`src/rtl/booth_pkg.sv`:
```
// Shared types and helpers for the iterative radix-4 Booth multiplier.
package booth_pkg;

  typedef enum logic [1:0] {
    IDLE = 2'd0,
    CALC = 2'd1,
    DONE = 2'd2
  } state_t;

  typedef struct packed {
    logic neg;
    logic one;
    logic two;
  } booth_dig_t;

  function automatic booth_dig_t booth_decode(input logic [2:0] g);
    booth_dig_t d;
    d.neg = g[2] & ~(g[1] & g[0]);
    d.one = g[1] ^ g[0];
    d.two = (g == 3'b011) | (g == 3'b100);
    return d;
  endfunction

endpackage

```
`src/rtl/booth_pp_gen.sv`:
```
// Booth partial product: digit*x, sign-extended and shifted by 2*sh.
// Low TRUNC columns are zeroed when BOOTH_APPROX_EN is defined.
module booth_pp_gen
  import booth_pkg::*;
#(
  parameter int WIDTH = 9,
  parameter int TRUNC = 4,
  parameter int CW    = 3
) (
  input  logic [WIDTH-1:0]   x,
  input  booth_dig_t         d,
  input  logic [CW-1:0]      sh,
  output logic [2*WIDTH+1:0] pp
);

  localparam int AW = 2 * WIDTH + 2;

`ifdef BOOTH_APPROX_EN
  localparam int TZ = TRUNC;
`else
  localparam int TZ = 0 * TRUNC;
`endif

  localparam logic [AW-1:0] MASK =
    ~((AW'(1) << TZ) - AW'(1));

  logic signed [WIDTH+1:0] xs;
  logic signed [WIDTH+1:0] mag;
  logic signed [WIDTH+1:0] pv;
  logic        [AW-1:0]    pe;

  assign xs = {{2{x[WIDTH-1]}}, x};

  always_comb begin
    mag = '0;
    unique case (1'b1)
      d.two:   mag = xs <<< 1;
      d.one:   mag = xs;
      default: mag = '0;
    endcase
  end

  assign pv = d.neg ? -mag : mag;
  assign pe = AW'(pv);
  assign pp = (pe << {sh, 1'b0}) & MASK;

endmodule

```
`src/rtl/booth_seq_mult.sv`:
```
// Iterative radix-4 Booth signed multiplier, one digit per clock.
// Optional BOOTH_APPROX_EN truncates the low TRUNC product columns.
module booth_seq_mult
  import booth_pkg::*;
#(
  parameter int WIDTH = 9,
  parameter int TRUNC = 4
) (
  input  logic                 clk,
  input  logic                 rst,
  input  logic                 in_valid,
  output logic                 in_ready,
  input  logic [WIDTH-1:0]     x,
  input  logic [WIDTH-1:0]     y,
  output logic                 out_valid,
  input  logic                 out_ready,
  output logic [2*WIDTH-1:0]   mult
);

  localparam int N  = (WIDTH + 1) / 2;
  localparam int CW = $clog2(N + 1);
  localparam int AW = 2 * WIDTH + 2;

  state_t             state;
  logic [CW-1:0]      count;
  logic [WIDTH-1:0]   xq;
  logic [2*N:0]       yq;
  logic [AW-1:0]      acc;
  logic [AW-1:0]      pp;
  logic [AW-1:0]      sum;
  logic [2:0]         grp;
  booth_dig_t         dig;
  logic [2*WIDTH-1:0] mult_q;

  // yq holds y sign-extended to 2N bits with the implicit y[-1]=0 at bit 0
  assign grp = yq[{count, 1'b0} +: 3];
  assign dig = booth_decode(grp);

  booth_pp_gen #(
    .WIDTH(WIDTH),
    .TRUNC(TRUNC),
    .CW   (CW)
  ) u_pp (
    .x (xq),
    .d (dig),
    .sh(count),
    .pp(pp)
  );

  assign sum = acc + pp;

  always_ff @(posedge clk or posedge rst) begin
    if (rst) begin
      state  <= IDLE;
      count  <= '0;
      xq     <= '0;
      yq     <= '0;
      acc    <= '0;
      mult_q <= '0;
    end else begin
      unique case (state)
        IDLE: begin
          if (in_valid) begin
            xq    <= x;
            yq    <= {(2*N)'(signed'(y)), 1'b0};
            acc   <= '0;
            count <= '0;
            state <= CALC;
          end
        end
        CALC: begin
          acc   <= sum;
          count <= count + CW'(1);
          if (count == CW'(N - 1)) begin
            mult_q <= sum[2*WIDTH-1:0];
            state  <= DONE;
          end
        end
        DONE: begin
          if (out_ready) state <= IDLE;
        end
        default: state <= IDLE;
      endcase
    end
  end

  assign in_ready  = (state == IDLE);
  assign out_valid = (state == DONE);
  assign mult      = mult_q;

endmodule
```
`config.mk`:
```
export PLATFORM = sky130hd
export DESIGN_NAME = booth_seq_mult
export DESIGN_NICKNAME = d
export VERILOG_FILES = /design/src/rtl/booth_pkg.sv /design/src/rtl/booth_pp_gen.sv /design/src/rtl/booth_seq_mult.sv
export SDC_FILE = /design/constraint.sdc
export NUM_CORES = 1
export LEC_CHECK = 0
export CAP_MARGIN = 20
export CORE_UTILIZATION = 60
export CTS_BUF_LIST = sky130_fd_sc_hd__clkbuf_4
export DETAILED_ROUTE_END_ITERATION = 10
export PLACE_DENSITY = 0.86
export SETUP_SLACK_MARGIN = 0.4
export SYNTH_ARGS = -nofsm -noshare
export SYNTH_HDL_FRONTEND = slang
export SYNTH_SLANG_ARGS = --single-unit
```
`constraint.sdc`:
```
create_clock -name clk -period 8.13 [get_ports clk]
set_input_delay 1.2195 -clock clk [delete_from_list [all_inputs] [get_ports clk]]
set_output_delay 1.2195 -clock clk [all_outputs]
set_load 0.05 [all_outputs]
```
==> reports/results.ini <==
[floorplanning]
dieHeight_um=86.3
coreArea_um2=6830
row_count=30
fp.dieW_um=86.3
die_area_um2=7450
start_util=0.624
io_pins=42

[cts]
root_buffer=clkbuf_4
clk_pin_slew_worst_paths_ns=0.10
post_cts_resized=0
cts_hold_buf=0
htree_num_levels=3
cts_tree=yes
clockBufferDepth=2
post_cts_buffers=0
clkSinkCount=59
clock_latency_ns=0.41
cts_buffers=9

[setup_path]
crit_required_ns=8.46
arrival_ns=7.44
crit_end=mult[17]
worst-path-max-fanout=23
path_class=flop to flop
start_kind=flop
r2r_slack_ns=1.02
cp-startpoint=count[0]
rr_worst_depth=25
reg2reg_to=mult[17]
end_kind=flop
r2r_start=count[0]

[yosys]
avgSynthCellArea_um2=8.12
synth-edff-count=0
synth_seq_area_share=0.346
mappedNetlistArea_um2=4270
yosysTopAreaCell=dfrtp_1
synth-seq-cells=59
ys_types=65
netlist_top_cells_area=dfrtp_1 (35%), nand2_1 (9.7%), ha_1 (6.5%), o21ai_0 (6.5%), a21oi_1 (3.1%)
netlist_instances=525
ys.flop_type=dfrtp_1
yosys_warnings=0
ys_async_sr_fraction=1.00
synthesis.nets=570
synth_top_area_share=0.346

[global_route]
use_met3=0.0495
grt_pass1_wl_um=17000
grt_max_degree=60
grt_antenna_before_repair=0
grt_overflow=0
grt-busiest-layer=met2
grt_pass1_vias=3557
grt_util_all_layers=0.290
use_met1=0.425
gr-usage-met2=0.437

[placement]
dp_hpwl_um=7060
numPortBuffers=41
gp_congestion=0.888

[route]
ant_nets=0
drtIter0Drc=341
drc=0
viasPerCell=6.04
wire_per_inst_um=15.8
vias=3858
wl_um=10100
first_pass_iters=6

[timing]
period_share=0.874
slew_violations=0
rsz0062_at_grt=no
min_period_ns=7.11
setup_tns_ns=0
clock-skew-final_ns=0.0225
tightest_slew_ns=0.886
maxSlewHeadroom=0.409
fmax_mhz=141
finalSetupViolations=0
hold_viol_final=0

[cells_and_area]
final_cell_mix=nand2_1 (110), dfrtp_1 (57), o21ai_0 (55)
drive_gt1_frac=0.0626
final_common_cell=nand2_1
diodes=0
finalNetCount=586
area_delta_synth_final_pct=11.7

[flow_run]
drv_cap=0

[min_path]
hp-class=flop to flop

[outcome]
outcome=completed

worst min path at each step:
stage | from | end | slack, ns | cells after the start
CTS | yq[7] | yq[7] | 0.49 | 2
global route | mult[9] | mult[9] | 0.51 | 2
floorplan | yq[5] | yq[5] | 0.44 | 2
finish | mult[10] | mult[10] | 0.48 | 2
detailed placement | yq[7] | yq[7] | 0.47 | 2
global placement | mult[0] | mult[0] | 0.46 | 2
through the flow:
stage	hold WS, ns	cell area (µm²)	setup slack, ns	std cells	utilization
finish	0.484	4760	1.02	639	0.697
global route	0.513	4760	0.426	639	0.697
CTS	0.489	4730	1.03	637	0.693
detailed placement	0.465	4640	1.07	624	0.680
global placement	0.460	4640	1.31	624	0.680
floorplan	0.440	4270	1.93	525	-
sequential cells by signal, summed over array words and instances, names as in the netlist:
signal  flops
acc        18
mult       18
xq          9
yq          9
count       3
state       2
Yosys cell counts (3+ instances only):
| library cell | count |
|---|---|
| nand2_1 | 110 |
| dfrtp_1 | 59 |
| o21ai_0 | 55 |
| clkbuf_1 | 32 |
| a21oi_1 | 26 |
| nor2_1 | 26 |
| nand3_1 | 23 |
| ha_1 | 22 |
| inv_1 | 11 |
| mux2i_1 | 11 |
| nor3_1 | 11 |
| xnor2_1 | 11 |
| a31oi_1 | 9 |
| o31ai_1 | 8 |
| xor2_1 | 8 |
| a21o_1 | 7 |
| and2_1 | 6 |
| or3_1 | 5 |
| a311oi_1 | 4 |
| buf_1 | 4 |
| nand4_1 | 4 |
| nor2b_1 | 4 |
| a211o_1 | 3 |
| a211oi_1 | 3 |
| a22oi_1 | 3 |
| and3_1 | 3 |
| nand2b_1 | 3 |
| nand3b_1 | 3 |
| o211ai_1 | 3 |
| o21bai_1 | 3 |
cell type report:
type                            count  area (µm²)
Timing Repair Buffer               45         455
Clock inverter                      4        21.3
Inverter                           12        45.0
Tap cell                           96         120
Fill cell                         575        2070
Clock buffer                        9        67.6
Sequential cell                    59        1480
Multi-Input combinational cell    414        2580
cells by family (layout without fill, tap and decap cells):
logic type	count (synthesis)	in the layout	synth area share
multiplexers	16	16	0.0452
AO/OA/AOI/OAI	149	149	0.226
adder cells (fa/ha/maj)	23	23	0.0692
flip-flops	59	59	0.346
buffers and inverters	52	70	0.0499
XOR/XNOR	20	20	0.0443
AND/OR/NAND/NOR	206	206	0.219
critical path: stages, from the launching register on:
cell and delay (ns):
dfrtp_1 0.87, mux4_2 0.58, and2_1 0.16, nor2_1 0.13
inv_1 0.06, ha_1 0.30, inv_1 0.25, a211oi_2 0.06
or3_1 0.63, a22oi_1 0.28, ha_1 0.24, nand2_1 0.10
a311oi_1 0.29, nand4_1 0.19, a41oi_2 0.38, nor2_1 0.11
a211oi_1 0.25, a211o_1 0.13, o21ai_0 0.10, ha_1 0.34
or2_2 0.29, a21oi_1 0.22, o31ai_1 0.15, a31oi_1 0.38
xnor3_1 0.38, a31oi_1 0.16
layer usage:
metal	vias to the layer above	wire length (µm)
li1	1904	-
met1	1825	4890
met2	113	4490
met3	16	549
met4	0	153
met5	-	0
Power is not shown: default switching activity piles up to over one toggle a cycle in this logic, so the estimate is an artifact.
==> RTL change 1, RTL diff (same flow settings) <==
Build with the macro `BOOTH_APPROX_EN` defined.
--- a/src/rtl/booth_pp_gen.sv
+++ b/src/rtl/booth_pp_gen.sv
@@ -1,5 +1,7 @@
 // Booth partial product: digit*x, sign-extended and shifted by 2*sh.
 // Low TRUNC columns are zeroed when BOOTH_APPROX_EN is defined.
+`define BOOTH_APPROX_EN
+
 module booth_pp_gen
   import booth_pkg::*;
 #(
Function: changed (a bounded check fails within 10 cycles, from zero or initial values and one cycle with rst high).
==> RTL change 1 against the unedited design <==
  * Die area down 13%
  * Sequential cell count down 8
  * Via count is 18% lower
  * Fmax up 8.0%
  * Routed wire length is 17% lower
  * Synthesized area fell by 13%
  * Worst setup slack gained 530 ps
  * Final area decreased by 13%
  * Worst hold slack better by 14 ps
Power is left out: the tool's default activity adds up to more than one toggle a clock period on the data nets, which glitch-free logic cannot reach.
==> RTL change 1: results (changes against the unedited design) <==
* Clock slew seen by the registers of the worst setup and hold paths at 160 ps (+60 ps)
* TritonCTS Buffers at 5 (-4)
* Delay contributed by the slowest stage of the critical path at 960 ps (+90 ps)
* Final HPWL from detailed placement at 6000 µm (-15%)
* Maximum fanout count along the critical path at 26 (+13%)
* Actual slew at the worst max-slew pin at 965 ps (+78.4 ps)
* Port Buffer Count at 37 (-9.8%)
* Global-route wire length before repair at 14200 µm (-17%)
* Number of antenna diodes at 0 (unchanged)
* # nets final at 475 (-19%)
* Launch point of the worst hold path: mult[9]
* Pin count of the biggest net entering global routing at 52 (-13%)
* Number of levels the H-tree was split into at 2 (-1)
* Unique masters post-synth at 58 (-11%)
* Sequential cell area fraction in the yosys report at 0.344 (-0.00178)
* Worst setup path start: count[0]
* Clock skew after layout at 10.4 ps (-12.1 ps)
* Global Route Usage Sum at 0.282 (-0.00846)
* Via count of the first global-routing pass at 3000 (-16%)
* Number of vias per cell at 6.20 (+2.7%)
* Gate family responsible for the most delay along the worst path: compound AO/OA/AOI/OAI gates
* Run status: complete, no violations
* Most numerous cell types in the synthesized netlist: sky130_fd_sc_hd__dfrtp_1 (51), sky130_fd_sc_hd__nand2_1 (41), sky130_fd_sc_hd__o21ai_0 (39)
* Share of cells above drive strength 1 at 0.120 (+0.0569)
* First-pass iteration count of the detailed router at 4 (-2)
* Synth Warn # at 0 (unchanged)
* Insertion delay to the later sink of the worst-skew pair at 370 ps (-40 ps)
* Starting DRT DRC Count at 221 (-35%)
* Final WL at 8350 µm (-17%)
* Routability congestion estimate at 0.906 (+2.1%)
* Synthesized instance count at 414 (-21%)
* Number of inserted filler cells in the final layout at 497 (-14%)
* Top cells by area, synth: sky130_fd_sc_hd__dfrtp_1 (34%), sky130_fd_sc_hd__mux2_2 (7.0%), sky130_fd_sc_hd__ha_1 (6.1%)
* Antenna violations before repair at 0 (unchanged)
-- RTL change 1: cell types whose count changed in the layout (fill, tap and decap cells not counted), moves of 10 or more --
cell / before / now
sky130_fd_sc_hd__nand2_1: 110 / 41
sky130_fd_sc_hd__mux2_2: 2 / 23
sky130_fd_sc_hd__o21ai_0: 55 / 39
sky130_fd_sc_hd__nand3_1: 23 / 11
sky130_fd_sc_hd__o22ai_1: 2 / 12
-- RTL change 1: tightest hold or removal path, stage by stage (launching register included) --
cell and delay, ps:
sky130_fd_sc_hd__dfrtp_1 370, sky130_fd_sc_hd__nand2_1 40, sky130_fd_sc_hd__o21ai_0 60
-- RTL change 1: cells by family (layout without fill, tap and decap cells) --
family	count (synthesis)	after routing	synth area share
adder cells (fa/ha/maj)	19	19	0.0662
flip-flops	51	51	0.344
multiplexers	35	35	0.110
AO/OA/AOI/OAI	121	121	0.221
AND/OR/NAND/NOR	123	123	0.156
other	1	4	0.00101
buffers and inverters	44	62	0.0533
XOR/XNOR	20	20	0.0473
-- RTL change 1: metal layers --
layer,vias up,share of wire,global-route usage
met4,0,0.019,0.105
met3,17,0.038,0.0307
li1,1539,-,-
met1,1512,0.47,0.394
met2,93,0.47,0.447
met5,-,0,0
-- RTL change 1: final timing paths --
path                            depth (start not counted)  slack, ps       to
worst min register to register                          2        500  mult[9]
min in group asynchronous                               2       1120    yq[4]
max in group asynchronous                               3       6510    xq[8]
worst max-delay path                                   24       1550  acc[17]
worst max register to register                         24       1550  acc[17]
worst min-delay path                                    2        500  mult[9]
-- RTL change 1: cell type report --
| cell class | count | area (µm²) | share of cell area |
|---|---|---|---|
| Inverter | 15 | 56.3 | 0.0136 |
| Clock buffer | 6 | 45.0 | 0.0109 |
| Timing Repair Buffer | 39 | 398 | 0.0965 |
| Sequential cell | 51 | 1280 | 0.309 |
| Clock inverter | 2 | 12.5 | 0.00303 |
| Multi-Input combinational cell | 322 | 2240 | 0.544 |
| Tap cell | 75 | 93.8 | 0.0227 |
-- RTL change 1: metrics by stage --
stage | area (µm²) | worst slack [ps] | hold slack, ps | cells | util
detailed placement | 4050 | 1610 | 470 | 501 | 0.680
global placement | 4050 | 1850 | 460 | 501 | 0.680
CTS | 4110 | 1600 | 503 | 509 | 0.689
finish | 4130 | 1550 | 499 | 510 | 0.693
global route | 4130 | 867 | 523 | 510 | 0.693
floorplan | 3720 | 2400 | 458 | 417 | -
==> RTL change 2, RTL diff (same flow settings) <==
Without the edit above. Make the reset (`rst`) synchronous in one clocked block.
--- a/src/rtl/booth_seq_mult.sv
+++ b/src/rtl/booth_seq_mult.sv
@@ -49,7 +49,7 @@
 
   assign sum = acc + pp;
 
-  always_ff @(posedge clk or posedge rst) begin
+  always_ff @(posedge clk) begin
     if (rst) begin
       state  <= IDLE;
       count  <= '0;
Check against the original RTL: differs if rst is asserted again (counterexample within 4 cycles, from zero or initial values and one cycle with rst high); with rst held inactive, the same outputs for 4 cycles.
==> RTL change 2 against the unedited design <==
  * Count of clock-buffer cells in the layout did not move
  * Routed wire length rose by 8.8%
  * Synthesized area down 2.0%
  * Final area fell by 1.2%
  * Sequential cell count did not move
  * Worst setup slack improved by 370 ps
  * Critical endpoint is now mult[17]
Power is left out: it rests on default switching activity, and per cell area and clock period it moved more than threefold.
==> RTL change 2: results (changes against the unedited design) <==
* Run status: complete, no violations
* Final WL at 11000 µm (+8.8%)
* Worst slack, placed at 1520 ps (+450 ps)
* Multiplexer share of the synthesized area at 0.0554 (+0.0102)
* Clock skew after layout at 16.6 ps (-5.89 ps)
* Signal arrival time at the worst endpoint at 7060 ps (-380 ps)
* Number of inserted filler cells in the final layout at 590 (+2.6%)
* Pin count of the biggest net entering global routing at 69 (+15%)
* Final HPWL from detailed placement at 7780 µm (+10%)
* Global-route wire length before repair at 18300 µm (+7.4%)
* Maximum fanout count along the critical path at 25 (+8.7%)
* Slew HR at 0.322 (-0.0868)
* Nets in the synthesized netlist at 593 (+4.0%)
* Share of flip-flops with an asynchronous set or reset after synthesis at 0 (-1.00)
* Most numerous cell types in the synthesized netlist: sky130_fd_sc_hd__nand2_1 (98), sky130_fd_sc_hd__a21oi_1 (64), sky130_fd_sc_hd__dfxtp_1 (59)
* Via count of the first global-routing pass at 3733 (+4.9%)
* # nets final at 614 (+4.8%)
* Post-synthesis share of cell area spent on full adders, half adders and majority gates at 0.0706 (+0.00141)
* Sequential cell area fraction in the yosys report at 0.283 (-0.0636)
* Routability congestion estimate at 0.946 (+6.5%)
* Starting DRT DRC Count at 257 (-25%)
* Global Route Usage Sum at 0.316 (+0.0252)
* Complex-gate fraction of the synthesized area at 0.249 (+0.0232)
* Xor-xnor portion of the synthesized cell area at 0.0473 (+0.00300)
* Delay contributed by the slowest stage of the critical path at 980 ps (+110 ps)
* Dominant register cell in the synthesized netlist: sky130_fd_sc_hd__dfxtp_1
## RTL change 2: cell types whose count changed in the layout (fill, tap and decap cells not counted), moves of 12 or more
cell | unedited run | this run
sky130_fd_sc_hd__nand2_1 | 110 | 98
sky130_fd_sc_hd__o21ai_0 | 55 | 12
sky130_fd_sc_hd__a21oi_1 | 26 | 64
sky130_fd_sc_hd__dfrtp_1 | 57 | 0
sky130_fd_sc_hd__nor2_1 | 26 | 39
sky130_fd_sc_hd__dfxtp_1 | 0 | 59
## RTL change 2: metrics by stage
step	area [µm²]	util	std cells	hold slack, ps
after detailed placement	4570	0.676	638	448
final	4710	0.696	654	462
after floorplan	4180	-	548	433
after global routing	4710	0.696	654	482
after global placement	4570	0.676	638	442
after CTS	4710	0.696	654	465
## RTL change 2: final timing paths
check / start / depth (start not counted) / end / slack, ps
worst max-delay path: count[0] / 24 / mult[17] / 1390
worst min-delay path: yq[3] / 2 / yq[3] / 460
worst max register to register: count[0] / 24 / mult[17] / 1390
worst min register to register: yq[3] / 2 / yq[3] / 460
## RTL change 2: metal layers
metal  global-route usage  share of wire  wire, µm  vias to the layer above
li1                     -              -         -                     2019
met1                0.436           0.46      5080                     1970
met2                0.497           0.47      5160                      127
met3               0.0486          0.054       593                       12
met4                0.118          0.013       144                        0
met5                    0              0         0                        -
## RTL change 2: final cells by class
| type | count | share of cell area |
|---|---|---|
| clock inverters | 7 | 0.0144 |
| clock buffers | 9 | 0.0144 |
| repair buffers | 46 | 0.0941 |
| well taps | 80 | 0.0213 |
| inverters | 15 | 0.0120 |
| multi-input cells | 438 | 0.593 |
| flip-flops and latches | 59 | 0.251 |
